[config.mk]
export PLATFORM = sky130hd
export DESIGN_NAME = buffer_resultados_flat
export DESIGN_NICKNAME = d
export VERILOG_FILES = /design/src/rtl/buffer_resultados_if.sv /design/src/rtl/buffer_resultados.sv /design/src/flat_wrapper.sv
export SDC_FILE = /design/constraint.sdc
export NUM_CORES = 1
export LEC_CHECK = 0
export BUFFER_PORTS_ARGS = -buffer_cell sky130_fd_sc_hd__buf_2
export CAP_MARGIN = 20
export CORE_MARGIN = 2
export CORE_UTILIZATION = 50
export CTS_CLUSTER_SIZE = 16
export DETAILED_ROUTE_END_ITERATION = 6
export GPL_TIMING_DRIVEN = 0
export MAX_ROUTING_LAYER = met4
export PLACE_DENSITY_LB_ADDON = 0.1
export SYNTH_ARGS = -nofsm -noshare
export SYNTH_HDL_FRONTEND = slang
export SYNTH_SLANG_ARGS = --single-unit
[constraint.sdc]
create_clock -name CLK -period 6.13 [get_ports CLK]
set_input_delay 1.226 -clock CLK [delete_from_list [all_inputs] [get_ports CLK]]
set_output_delay 1.226 -clock CLK [all_outputs]
set_load 0.005 [all_outputs]
[src/rtl/buffer_resultados_if.sv]
// Result-buffer bus: adder-side write strobe/data,
// consumer-side read request and buffer status.
interface buffer_resultados_if #(
  parameter int WIDTH = 8,
  parameter int ADDR  = 2
);
  logic             ENB_IN;
  logic [WIDTH-1:0] Q_IN;
  logic             RCO_IN;
  logic             RD;
  logic [WIDTH:0]   DATA_OUT;
  logic             VALID_OUT;
  logic             EMPTY;
  logic             FULL;
  logic [ADDR:0]    COUNT;
  logic             OVERFLOW;
  logic [7:0]       RCO_CNT;

  modport master (
    output ENB_IN, Q_IN, RCO_IN, RD,
    input  DATA_OUT, VALID_OUT, EMPTY, FULL,
    input  COUNT, OVERFLOW, RCO_CNT
  );

  modport slave (
    input  ENB_IN, Q_IN, RCO_IN, RD,
    output DATA_OUT, VALID_OUT, EMPTY, FULL,
    output COUNT, OVERFLOW, RCO_CNT
  );
endinterface

[src/rtl/buffer_resultados.sv]
// First-word-fall-through result FIFO behind the adder,
// with saturating carry count and sticky drop flag.
module buffer_resultados #(
  parameter int WIDTH = 8,
  parameter int DEPTH = 4,
  parameter int ADDR  = 2
) (
  input logic CLK,
  input logic RESET,
  buffer_resultados_if.slave bus
);
  localparam logic [ADDR:0]   FULL_C = (ADDR+1)'(DEPTH);
  localparam logic [ADDR:0]   CNT_1  = (ADDR+1)'(1);
  localparam logic [ADDR-1:0] PTR_1  = ADDR'(1);

  logic [WIDTH:0]    mem [DEPTH];
  logic [ADDR-1:0]   rd_ptr;
  logic [ADDR-1:0]   wr_ptr;
  logic [ADDR:0]     count;
  logic              overflow;
  logic [7:0]        rco_cnt;
  logic              empty;
  logic              full;
  logic              pop;
  logic              push;

  // Handshake qualification: a full buffer still
  // accepts a word when the head leaves the same cycle.
  always_comb begin
    empty = (count == '0);
    full  = (count == FULL_C);
    pop   = bus.RD && !empty;
    push  = bus.ENB_IN && (!full || pop);
  end

  // Storage array; contents need no reset.
  always_ff @(posedge CLK) begin
    if (push) mem[wr_ptr] <= {bus.RCO_IN, bus.Q_IN};
  end

  // Pointers and occupancy.
  always_ff @(posedge CLK) begin
    if (RESET) begin
      rd_ptr <= '0;
      wr_ptr <= '0;
      count  <= '0;
    end else begin
      if (pop)  rd_ptr <= rd_ptr + PTR_1;
      if (push) wr_ptr <= wr_ptr + PTR_1;
      if (push && !pop)      count <= count + CNT_1;
      else if (pop && !push) count <= count - CNT_1;
    end
  end

  // Sticky drop flag and saturating carry counter.
  always_ff @(posedge CLK) begin
    if (RESET) begin
      overflow <= 1'b0;
      rco_cnt  <= '0;
    end else begin
      if (bus.ENB_IN && !push) overflow <= 1'b1;
      if (push && bus.RCO_IN && rco_cnt != 8'hFF)
        rco_cnt <= rco_cnt + 8'd1;
    end
  end

  // Outputs from registered state only.
  always_comb begin
    bus.DATA_OUT  = empty ? '0 : mem[rd_ptr];
    bus.VALID_OUT = !empty;
    bus.EMPTY     = empty;
    bus.FULL      = full;
    bus.COUNT     = count;
    bus.OVERFLOW  = overflow;
    bus.RCO_CNT   = rco_cnt;
  end
endmodule

[src/flat_wrapper.sv]
// flat-port wrapper written by rule: the top's interface ports become plain ports
module buffer_resultados_flat 
#(
  parameter int WIDTH = 8,
  parameter int DEPTH = 4,
  parameter int ADDR  = 2
)
  (CLK, RESET, bus_ENB_IN, bus_Q_IN, bus_RCO_IN, bus_RD, bus_DATA_OUT, bus_VALID_OUT, bus_EMPTY, bus_FULL, bus_COUNT, bus_OVERFLOW, bus_RCO_CNT);
  buffer_resultados_if #(.WIDTH(WIDTH), .ADDR(ADDR)) bus_i ();
  input logic CLK;
  input logic RESET;
  input wire logic [$bits(bus_i.ENB_IN)-1:0] bus_ENB_IN;
  input wire logic [$bits(bus_i.Q_IN)-1:0] bus_Q_IN;
  input wire logic [$bits(bus_i.RCO_IN)-1:0] bus_RCO_IN;
  input wire logic [$bits(bus_i.RD)-1:0] bus_RD;
  output wire logic [$bits(bus_i.DATA_OUT)-1:0] bus_DATA_OUT;
  output wire logic [$bits(bus_i.VALID_OUT)-1:0] bus_VALID_OUT;
  output wire logic [$bits(bus_i.EMPTY)-1:0] bus_EMPTY;
  output wire logic [$bits(bus_i.FULL)-1:0] bus_FULL;
  output wire logic [$bits(bus_i.COUNT)-1:0] bus_COUNT;
  output wire logic [$bits(bus_i.OVERFLOW)-1:0] bus_OVERFLOW;
  output wire logic [$bits(bus_i.RCO_CNT)-1:0] bus_RCO_CNT;
  assign bus_i.ENB_IN = bus_ENB_IN;
  assign bus_i.Q_IN = bus_Q_IN;
  assign bus_i.RCO_IN = bus_RCO_IN;
  assign bus_i.RD = bus_RD;
  assign bus_DATA_OUT = bus_i.DATA_OUT;
  assign bus_VALID_OUT = bus_i.VALID_OUT;
  assign bus_EMPTY = bus_i.EMPTY;
  assign bus_FULL = bus_i.FULL;
  assign bus_COUNT = bus_i.COUNT;
  assign bus_OVERFLOW = bus_i.OVERFLOW;
  assign bus_RCO_CNT = bus_i.RCO_CNT;
  buffer_resultados #(.WIDTH(WIDTH), .DEPTH(DEPTH), .ADDR(ADDR)) u_core (.CLK(CLK), .RESET(RESET), .bus(bus_i));
endmodule
==> impl_metrics.toml <==
[timing]
fmax_mhz = 329
finalHoldViolCount = 0
fin_crit_sh = 0.496
drv_slew = 0
min_period_ns = 3.04
setup_viol_count_final = 0
worstMarginPinSlew_ns = 0.564
rsz0062_at_grt = "false"
setup_tns_ns = 0
slew_headroom = 0.624
finalClockSkew_ns = 0.00850

[drt]
ant_nets = 0
num_vias = 1386
drt_pass1_iterations = 4
drc_errors = 0
drt_iter0_markers = 127
routed_via_density = 5.48
wire_per_inst_um = 15.4
drt_wl_total_mm = 3.89

[synthesis]
ys_ff_latch = 54
yosys.area_share.adder = 0.0411
netlist_instances = 157
synth.distinct_cells = 42
synth_top_family_by_area = "simple AND/OR/NAND/NOR gates"
yosys.area_share.xor_xnor = 0.0227
syn_area_sq_um = 2310
yosys.area.top_type = "edfxtp_1"
synth.mux.area_fraction = 0.112
synth_area_leaders = "edfxtp_1 47%, dfxtp_1 16%, mux4_2 8.8%"
synth_compound_area_frac = 0.0373
synth_edf_count = 36
syn_nets = 177
ys_seq_area_frac = 0.623
yosys-top-cells-count = "36 x edfxtp_1, 18 x dfxtp_1, 11 x nor2_1"
yosys.cell_count.top_type = "edfxtp_1"
yosysTopAreaCellShare = 0.467
yosys.area_share.simple = 0.134
async_reset_ff_frac = 0
synth_ff_type = "edfxtp_1"
ys.warnings.count = 0
syn_area_per_cell_sq_um = 14.7

[outcome]
status = "finished clean"

[clock_tree]
cts_buffers = 5
ctsHoldBuffers = 0
clock_latency_ns = 0.30
cts_buffer_depth = 2
cts_tree = "built"
cts_sinks = 54
clockRootBuffer = "clkbuf_8"
post_cts_buffers = 0
cts.clk_slew.worst_paths_ns = 0.09
htree_levels = 2
cts_resized = 0

[global_route]
antenna_found_initial = 0
grt_overflow_total = 0
grt_max_degree = 17
grt_pass1_wl_mm = 6.47
grt_pass1_vias = 1398
grt_usage = 0.170

[final_layout]
fin_area_sq_um = 2660
layout-drive-gt1-share = 0.343
syn_to_final_growth_pct = 15.1
nets = 220
diodes = 0

[floorplanning]
io_pins = 37
die-area_sq_um = 5190
fp-row-count = 24
core_area_sq_um = 4410
floorplan.die.height_um = 72.0
start_util = 0.524
die_w_um = 72.0

[worst_setup_path]
reg2regPathDepth = 8
worstPathArrival_ns = 1.82
critPathLaunchType = "flop"
worst-endpoint-required_ns = 4.90
cp-end-kind = "output pin"
worst-path-max-fanout = 10
critical_path_class = "flop to output pin"

[power]
p_sw_frac = 0.290
p_comb_frac = 0.304
p_int_mw = 0.690
power_mw = 0.972
ir_drop_v = 0.000204
p_sw_mw = 0.282
p_clk_frac = 0.222
powerDensity_nw_per_um2 = 365
power.leakage_nw = 1.02
p_seq_frac = 0.474

[placement]
dpl_cell_area_sq_um = 2560
globalplace.congestion = 0.829
dp_hpwl_mm = 2.70
portBuffers = 36

[run]
max-cap-violations = 0

[worst_hold_path]
hold_class = "flop to flop"
min_path_cells = 2
-- placed cells by master (no fill, tap or decap), types with 2 or more instances in the layout --
| cell | netlist | routed |
|---|---|---|
| nand3_1 | 5 | 5 |
| nor3_1 | 2 | 2 |
| buf_6 | 2 | 2 |
| xnor2_1 | 2 | 2 |
| nand4_1 | 3 | 3 |
| nor2_1 | 11 | 11 |
| inv_1 | 6 | 6 |
| a31oi_1 | 4 | 4 |
| a21oi_1 | 2 | 2 |
| clkbuf_1 | 4 | 4 |
| and2_1 | 9 | 9 |
| edfxtp_1 | 36 | 36 |
| mux4_2 | 9 | 9 |
| nand2_1 | 3 | 3 |
| buf_2 | 1 | 37 |
| mux2i_1 | 3 | 3 |
| clkbuf_8 | 0 | 5 |
| dfxtp_1 | 18 | 18 |
| nand2b_1 | 2 | 2 |
| clkinv_2 | 0 | 2 |
| xor2_1 | 4 | 4 |
| ha_1 | 6 | 6 |
| and2_2 | 4 | 4 |
-- metrics by stage --
step / hold slack (ns) / std cells / utilization / worst slack (ns)
3_3_place_gp: 0.448 / 245 / 0.580 / 3.14
4_1_cts: 0.486 / 253 / 0.603 / 3.02
2_1_floorplan: 0.461 / 157 / - / 3.38
6_report: 0.481 / 253 / 0.603 / 3.09
5_1_grt: 0.511 / 253 / 0.603 / 2.98
3_5_place_dp: 0.461 / 245 / 0.580 / 3.07
-- critical path, stage by stage, from the launching register on --
cell and delay, ns:
dfxtp_1 0.41, or3_2 0.55, clkbuf_1 0.24, and2_1 0.19, buf_2 0.12
-- routing by layer --
layer,vias to the layer above,share of wire,track usage
li1,669,-,-
met1,671,0.42,0.190
met2,41,0.52,0.301
met3,5,0.051,0.0431
met4,0,0.012,0.0503
met5,-,0,-
-- power groups by stage --
stage          sequential [mW]  clock (mW)  combinational (mW)
6_report                 0.460       0.216               0.296
5_1_grt                  0.466       0.234               0.332
4_1_cts                  0.461       0.221               0.306
3_5_place_dp             0.469           0               0.304
3_3_place_gp             0.465           0               0.295
2_1_floorplan            0.464           0               0.198
-- worst paths after layout --
| kind | start | to | slack (ns) |
|---|---|---|---|
| max | u_core.bus.COUNT[0] | bus_DATA_OUT[0] | 3.09 |
| min | u_core.bus.OVERFLOW | u_core.bus.OVERFLOW | 0.48 |
| max reg2reg | u_core.bus.COUNT[0] | u_core.bus.COUNT[2] | 3.72 |
| min reg2reg | u_core.bus.OVERFLOW | u_core.bus.OVERFLOW | 0.48 |
-- area by class of cell --
type	count	area, sq um
Buffer	8	47.5
Clock buffer	6	93.8
Clock inverter	2	10.0
Fill cell	342	1750
Inverter	6	22.5
Multi-Input combinational cell	89	803
Sequential cell	54	1440
Tap cell	52	65.1
Timing Repair Buffer	36	180
-- sequential cells by signal (all words and copies together) (netlist names), named ones only --
register,cells
u_core.rd_ptr,2
u_core.bus.RCO_CNT,8
u_core.mem,36
u_core.wr_ptr,2
u_core.bus.COUNT,3
u_core.bus.OVERFLOW,1
-- cells by family after synthesis --
| group | count (synthesis) |
|---|---|
| flip-flops | 54 |
| adder cells (fa/ha/maj) | 7 |
| multiplexers | 14 |
| AND/OR/NAND/NOR | 50 |
| XOR/XNOR | 6 |
| AO/OA/AOI/OAI | 12 |
| buffers and inverters | 14 |
Note: power is estimated with default switching activity, not from simulation.
